[src/rtl/sat_counter.sv]
// Saturating statistics counter: adds 1 (inc_i) or 2 (inc2_i) per cycle and sticks at all-ones.
// A synchronous clear wins over any increment requested in the same cycle.
module sat_counter #(
    parameter int CNT_W = 16
) (
    input  logic             clk_i,
    input  logic             rst_n_i,
    input  logic             inc_i,
    input  logic             inc2_i,
    input  logic             clr_i,
    output logic [CNT_W-1:0] cnt_o
);

    localparam logic [CNT_W-1:0] CNT_MAX = '1;

    logic [CNT_W-1:0] cnt_q;
    logic [CNT_W-1:0] cnt_d;
    logic [CNT_W-1:0] step;

    always_comb begin
        step = '0;
        if (inc2_i) begin
            step = CNT_W'(2);
        end else if (inc_i) begin
            step = CNT_W'(1);
        end

        // Compare against the headroom instead of adding first, so the sum can never wrap.
        if (clr_i) begin
            cnt_d = '0;
        end else if (cnt_q > (CNT_MAX - step)) begin
            cnt_d = CNT_MAX;
        end else begin
            cnt_d = cnt_q + step;
        end
    end

    always_ff @(posedge clk_i or negedge rst_n_i) begin
        if (!rst_n_i) begin
            cnt_q <= '0;
        end else begin
            cnt_q <= cnt_d;
        end
    end

    assign cnt_o = cnt_q;

endmodule

[config.mk]
export PLATFORM = sky130hd
export DESIGN_NAME = sat_counter
export DESIGN_NICKNAME = d
export VERILOG_FILES = /design/src/rtl/sat_counter.sv
export SDC_FILE = /design/constraint.sdc
export NUM_CORES = 1
export LEC_CHECK = 0
export ABC_AREA = 1
export ABC_CLOCK_PERIOD_IN_PS = 4280
export CORE_MARGIN = 2
export CORE_UTILIZATION = 40
export DETAILED_ROUTE_END_ITERATION = 12
export PLACE_DENSITY = 0.74
export SLEW_MARGIN = 20
export SYNTH_ARGS = -nofsm -noshare
export SYNTH_HDL_FRONTEND = slang
export SYNTH_SLANG_ARGS = --single-unit
[constraint.sdc]
create_clock -name clk_i -period 4.28 [get_ports clk_i]
set_clock_uncertainty 0.15 [all_clocks]
set_input_delay 0.642 -clock clk_i [delete_from_list [all_inputs] [get_ports clk_i]]
set_output_delay 0.642 -clock clk_i [all_outputs]
set_load 0.01 [all_outputs]
==> impl_metrics.json, run 1 <==
{
  "ys_async_sr_fraction": 1.00,
  "multi_input_area_um2": 604,
  "fp-row-count": 19,
  "holdCritPathClass": "reg -> reg",
  "fmaxAchievable_mhz": 381,
  "ys_seq_elements": 16,
  "total_cell_area_at_the_placement_stage_um2": 1340,
  "insertedDiodeCount": 0,
  "pre_cts_slack_ns": 1.36,
  "count_of_fill_cells_added_during_filler_insertion": 275,
  "num_vias": 1034,
  "synth_top_area_cell": "dfrtp_1",
  "post_route_cells_drive_above_1_share": 0.147,
  "synthDominantCellAreaShare": 0.360,
  "top_layer": "met4",
  "timing.final.hold_violations": 0,
  "post-route-period-util": 0.614,
  "tritoncts_num_sinks": 16,
  "timing.critical_path.fanout_max": 4,
  "timing_worst_setup_path_type": "in -> reg",
  "design.core.area_um2": 2710,
  "die_w_um": 56.8,
  "grt_overflow": 0,
  "post-route-drc-count": 0,
  "layout.core_utilization": 0.507,
  "post_synth_instance_area_um2": 1110,
  "p_leak_nw": 0.606,
  "detail-route-antenna-nets": 0,
  "ff_latch_area_um2": 400,
  "clock_tree.root_cell": "clkbuf_4",
  "reg2reg_to": "cnt_o[4]",
  "area.growth.synth_to_final_pct": 23.4,
  "holdWs_ns": 0.507,
  "hold_buffers": 0,
  "setup_slack_ns": 1.65,
  "place.port_buffers": 20,
  "share_of_synthesized_area_occupied_by_flip_flops_and_latches": 0.360,
  "power.density_nw_per_um2": 221,
  "cap_violations": 0,
  "worst-endpoint-arrival_ns": 2.69,
  "postSynthAreaPerCell_um2": 7.52,
  "route.detailed.vias_per_inst": 5.14,
  "timing.critical_path.required_ns": 4.34,
  "finalMaxSlewViolations": 0,
  "weighted_congestion_at_the_end_of_routability_driven_global_placement": 0.834,
  "global_route.usage.total": 0.182,
  "clkLatencyLatePin_ns": 0.29,
  "reg2reg_setup_slack_ns": 2.31,
  "synth_fp_nets": 157,
  "route.met3.wl_um": 134,
  "crit_end": "cnt_o[4]",
  "detailedRoute.firstPassIterationCount": 6,
  "synth_cells": 148,
  "yosysMostFrequentCell": "nand2_1",
  "wl_met2_mm": 1.23,
  "tns_ns": 0,
  "edff_count_synth": 0,
  "worstSetupStartpointType": "input pin",
  "postCtsSetupRepairBufs": 0,
  "synth.cells.most_frequent": "45 x nand2_1, 24 x inv_1, 16 x dfrtp_1",
  "finalWirelength_mm": 2.57,
  "initial_utilization": 0.411,
  "ys.flop_type": "dfrtp_1",
  "antenna_found_initial": 0,
  "cts-resized-gates": 0,
  "slew-limit-headroom": 0.476,
  "die_area_um2": 3220,
  "placedCellCount": 197,
  "synth_area_leaders": "dfrtp_1 36%, nand2_1 15%, inv_1 8.1%",
  "finalWorstPathRequiredPeriod_ns": 2.63,
  "drt-wirelength-per-cell_um": 12.8,
  "grt_setup_unrepaired": "no",
  "endpoint_kind_of_the_worst_setup_timing_path": "flip-flop",
  "yosys_warnings": 0,
  "crit_path_start": "inc2_i",
  "stdcell_count": 201,
  "post-route-cell-area_um2": 1370,
  "status": "completed",
  "cts_max_level": 1,
  "route.layer.met1.wl_mm": 1.17,
  "report.power.total_mw": 0.304,
  "synth_cell_type_count": 25,
  "max-vdd-ir-drop_mv": 0.141,
  "worst_pin_slew_ns": 0.783,
  "path_clk_slew_ns": 0.11,
  "r2r_cells": 7,
  "io_pins": 21,
  "global_route_wire_length_before_repair_mm": 4.66,
  "final-setup-viol-count": 0,
  "largest_register_ffs": 16,
  "place_hpwl_mm": 1.87,
  "clock_path_buffers": 2,
  "initialDrtViolationCount": 36,
  "vias_in_the_first_global_route": 1080,
  "crit-reg2reg-launch": "cnt_o[0]",
  "die_y_um": 56.8,
  "tritoncts.num_buffers": 3,
  "nNetsFinal": 180,
  "cts_tree": "yes",
  "largest_net_degree_at_the_start_of_global_routing": 17
}
-- cell type report --
class / count / area share
multi-input combinational: 105 / 0.440
sequential: 16 / 0.291
timing repair buffer: 20 / 0.146
inverter: 25 / 0.0683
tap: 31 / 0.0282
clock buffer: 4 / 0.0264
-- layout by cell type, fill, tap and decap left out --
cell type / n
nand2_1: 45
inv_1: 24
clkdlybuf4s50_1: 20
dfrtp_1: 16
nor2_1: 11
nand3_1: 11
a31oi_2: 7
nand3b_1: 4
o21ai_1: 3
nor2_2: 3
a21oi_2: 3
ha_1: 3
clkbuf_4: 3
nand2_2: 2
nor2_4: 2
nand4_1: 2
or2_2: 2
a21oi_1: 1
nand2_4: 1
inv_2: 1
nor3_1: 1
nor3b_1: 1
xor2_1: 1
or2_1: 1
fa_1: 1
clkbuf_8: 1
-- kinds of logic (layout without fill, tap and decap cells) --
kind of cell | count (synthesis) | after routing | synth area share
AOI/OAI and AO/OA | 14 | 14 | 0.120
xor gates and xnor gates | 1 | 1 | 0.00787
adders and majority gates | 4 | 4 | 0.0517
buffers and inverters | 27 | 49 | 0.0977
DFF | 16 | 16 | 0.360
and+or+nand+nor | 86 | 86 | 0.363
-- worst min path at each step --
stage | start | end | slack [ns] | cells past startpoint
after CTS | cnt_o[6] | cnt_o[6] | 0.50 | 2
after global routing | cnt_o[6] | cnt_o[6] | 0.54 | 2
after floorplan | rst_n_i | cnt_o[0] | 0.20 | 0
final | cnt_o[6] | cnt_o[6] | 0.51 | 2
after global placement | cnt_o[8] | cnt_o[8] | 0.47 | 2
after detailed placement | cnt_o[6] | cnt_o[6] | 0.48 | 2
-- critical path, stage by stage --
cell and delay, ns:
clkdlybuf4s50_1 0.42, inv_1 0.12, nand2_1 0.09, inv_1 0.07, ha_1 0.20, inv_1 0.07, fa_1 0.43, nor2_2 0.19
inv_1 0.08, or2_1 0.22, a31oi_2 0.15
-- power by group --
group / switching (mW) / internal (mW)
clock network: 0.0539 / 0.0518
registers: 0.00370 / 0.154
logic: 0.0226 / 0.0180
total: 0.0802 / 0.224
-- metal layers --
metal,vias to the layer above,global-route usage
met4,0,0.0864
li1,511,-
met1,488,0.237
met5,-,0
met2,31,0.296
met3,4,0.0253
Note: power is estimated with default switching activity, not from simulation.
==> run 2: changes to the inputs <==
- ABC_CLOCK_PERIOD_IN_PS: 4280 -> 2100
- PLACE_DENSITY: 0.74 -> 0.76
- clock period: 4.28 -> 2.1 ns (I/O delays scaled with it)
==> impl_metrics.json, run 2 (synthesized netlist as in run 1, its figures left out) <==
{
  "critical_path.max_stage_delay_ns": 0.42,
  "power_frac_seq": 0.556,
  "weighted_congestion_at_the_end_of_routability_driven_global_placement": 0.859,
  "post-route-drc-count": 0,
  "holdCritPathClass": "in -> async",
  "final-setup-viol-count": 0,
  "postCtsSetupRepairBufs": 0,
  "multi_input_area_um2": 623,
  "fp-row-count": 19,
  "timing.critical_path.fanout_max": 4,
  "layout.cells.most_common": "nand2_1",
  "pint_mw": 0.427,
  "design.core.area_um2": 2710,
  "antenna_found_initial": 0,
  "die_y_um": 56.8,
  "grt_overflow": 0,
  "clock_path_buffers": 2,
  "clockPowerShare": 0.279,
  "largest_register_ffs": 16,
  "worst_path_most_repeated_cell": "inv_2",
  "initial_utilization": 0.411,
  "global_route.usage.total": 0.191,
  "finalWorstPathRequiredPeriod_ns": 1.91,
  "tritoncts_num_sinks": 16,
  "stdcell_count": 208,
  "pre_cts_slack_ns": -0.344,
  "p_sw_mw": 0.156,
  "drt-wirelength-per-cell_um": 13.3,
  "path_buf_inv": 2,
  "largest_net_degree_at_the_start_of_global_routing": 17,
  "post-route-cell-area_um2": 1440,
  "max-vdd-ir-drop_mv": 0.245,
  "placedCellCount": 205,
  "slew-limit-headroom": 0.798,
  "finalMaxSlewViolations": 0,
  "p_leak_nw": 0.654,
  "total_cell_area_at_the_placement_stage_um2": 1400,
  "clock_tree.root_cell": "clkbuf_4",
  "endpoint_kind_of_the_worst_setup_timing_path": "flip-flop",
  "switching_share": 0.268,
  "setup_slack_ns": 0.193,
  "insertedDiodeCount": 0,
  "fmaxAchievable_mhz": 525,
  "vias_in_the_first_global_route": 1074,
  "clkLatencyLatePin_ns": 0.28,
  "detailedRoute.firstPassIterationCount": 5,
  "timing_worst_setup_path_type": "reg -> reg",
  "layout.core_utilization": 0.533,
  "worst-endpoint-arrival_ns": 1.97,
  "cap_violations": 0,
  "layout.cells.most_common_list": "45 x nand2_1, 21 x inv_1, 18 x clkdlybuf4s50_1",
  "critPathSlowestCell": "fa_2",
  "power.density_nw_per_um2": 404,
  "count_of_fill_cells_added_during_filler_insertion": 260,
  "detail-route-antenna-nets": 0,
  "tritoncts.num_buffers": 3,
  "die_area_um2": 3220,
  "num_vias": 1094,
  "area.growth.synth_to_final_pct": 29.7,
  "global_route_wire_length_before_repair_mm": 4.77,
  "report.power.total_mw": 0.583,
  "timing.critical_path.required_ns": 2.16,
  "critical_path.top_delay_family": "adder cells",
  "hold_buffers": 0,
  "cts_tree": "yes",
  "grt_setup_unrepaired": "no",
  "place.port_buffers": 20,
  "initialDrtViolationCount": 30,
  "timing.final.hold_violations": 0,
  "post-route-period-util": 0.908,
  "power_frac_comb": 0.165,
  "series_of_cell_instances_along_the_critical_path": "ha_2 -> inv_2 -> fa_2 -> nor2_4 -> inv_2 -> or2_1 -> a31oi_2",
  "path_clk_slew_ns": 0.09,
  "worst_pin_slew_ns": 0.301,
  "io_pins": 21,
  "post_route_cells_drive_above_1_share": 0.220,
  "place_hpwl_mm": 2.05,
  "route.detailed.vias_per_inst": 5.26,
  "ff_latch_area_um2": 400,
  "nNetsFinal": 188,
  "status": "completed",
  "cts_max_level": 1,
  "worstSetupStartpointType": "flip-flop",
  "die_w_um": 56.8,
  "finalWirelength_mm": 2.77
}
run 2: cell count changes in the layout (fill, tap and decap cells not counted), moves of 2 or more:
cell,before,now
dlymetal6s2s_1,0,2
clkdlybuf4s50_1,20,18
inv_2,1,4
inv_1,24,21
buf_4,0,8
run 2: metrics by stage:
| stage | setup TNS, ns | hold WS [ns] |
|---|---|---|
| after floorplan | 0 | -0.131 |
| after global placement | -2.19 | 0.475 |
| after detailed placement | -3.30 | 0.491 |
| after CTS | 0 | 0.199 |
| after global routing | 0 | 0.200 |
| final | 0 | 0.188 |
run 2: cell type report:
| class | count | area share |
|---|---|---|
| timing repair buffer | 28 | 0.184 |
| sequential | 16 | 0.277 |
| tap | 31 | 0.0269 |
| inverter | 25 | 0.0650 |
| clock buffer | 3 | 0.0156 |
| multi-input combinational | 105 | 0.432 |
run 2: path summary, 6_finish.rpt:
check | to | slack, ns | startpoint | cells past startpoint
max in group asynchronous | cnt_o[13] | 1.42 | rst_n_i | 2
setup reg to reg | cnt_o[4] | 0.19 | cnt_o[0] | 7
hold / removal | cnt_o[14] | 0.19 | rst_n_i | 2
min in group clk_i | cnt_o[1] | 0.46 | inc2_i | 5
hold reg to reg | cnt_o[6] | 0.51 | cnt_o[6] | 2
setup / recovery | cnt_o[4] | 0.19 | cnt_o[0] | 7
run 2: power groups by stage:
stage / registers (mW) / clock network, mW / logic (mW)
after global placement: 0.328 / 0 / 0.0907
after detailed placement: 0.330 / 0 / 0.0952
after floorplan: 0.330 / 0 / 0.0442
after global routing: 0.326 / 0.191 / 0.108
after CTS: 0.324 / 0.164 / 0.0967
final: 0.324 / 0.162 / 0.0962
run 2: timing repair:
| item | in CTS | in global routing |
|---|---|---|
| gates resized for setup | 1 | 9 |
| endpoints found under the setup margin | 4 | 6 |
| cloned | 0 | 0 |
| pin swaps | 1 | 6 |
run 2: worst register-to-register path, delay by kind of cell (launching register included):
| kind | cells | cell delay (ns) |
|---|---|---|
| flops | 1 | 0.40 |
| compound gates | 1 | 0.17 |
| fa+ha+maj | 2 | 0.63 |
| buf+inv | 2 | 0.10 |
| simple gates | 2 | 0.38 |
run 2: per-layer routing:
| metal | track usage | vias to the layer above | wire [um] |
|---|---|---|---|
| met2 | 0.297 | 46 | 1360 |
| li1 | - | 529 | - |
| met1 | 0.257 | 511 | 1190 |
| met4 | 0.0963 | 0 | 51 |
| met3 | 0.0276 | 8 | 163 |
| met5 | 0 | - | 0 |
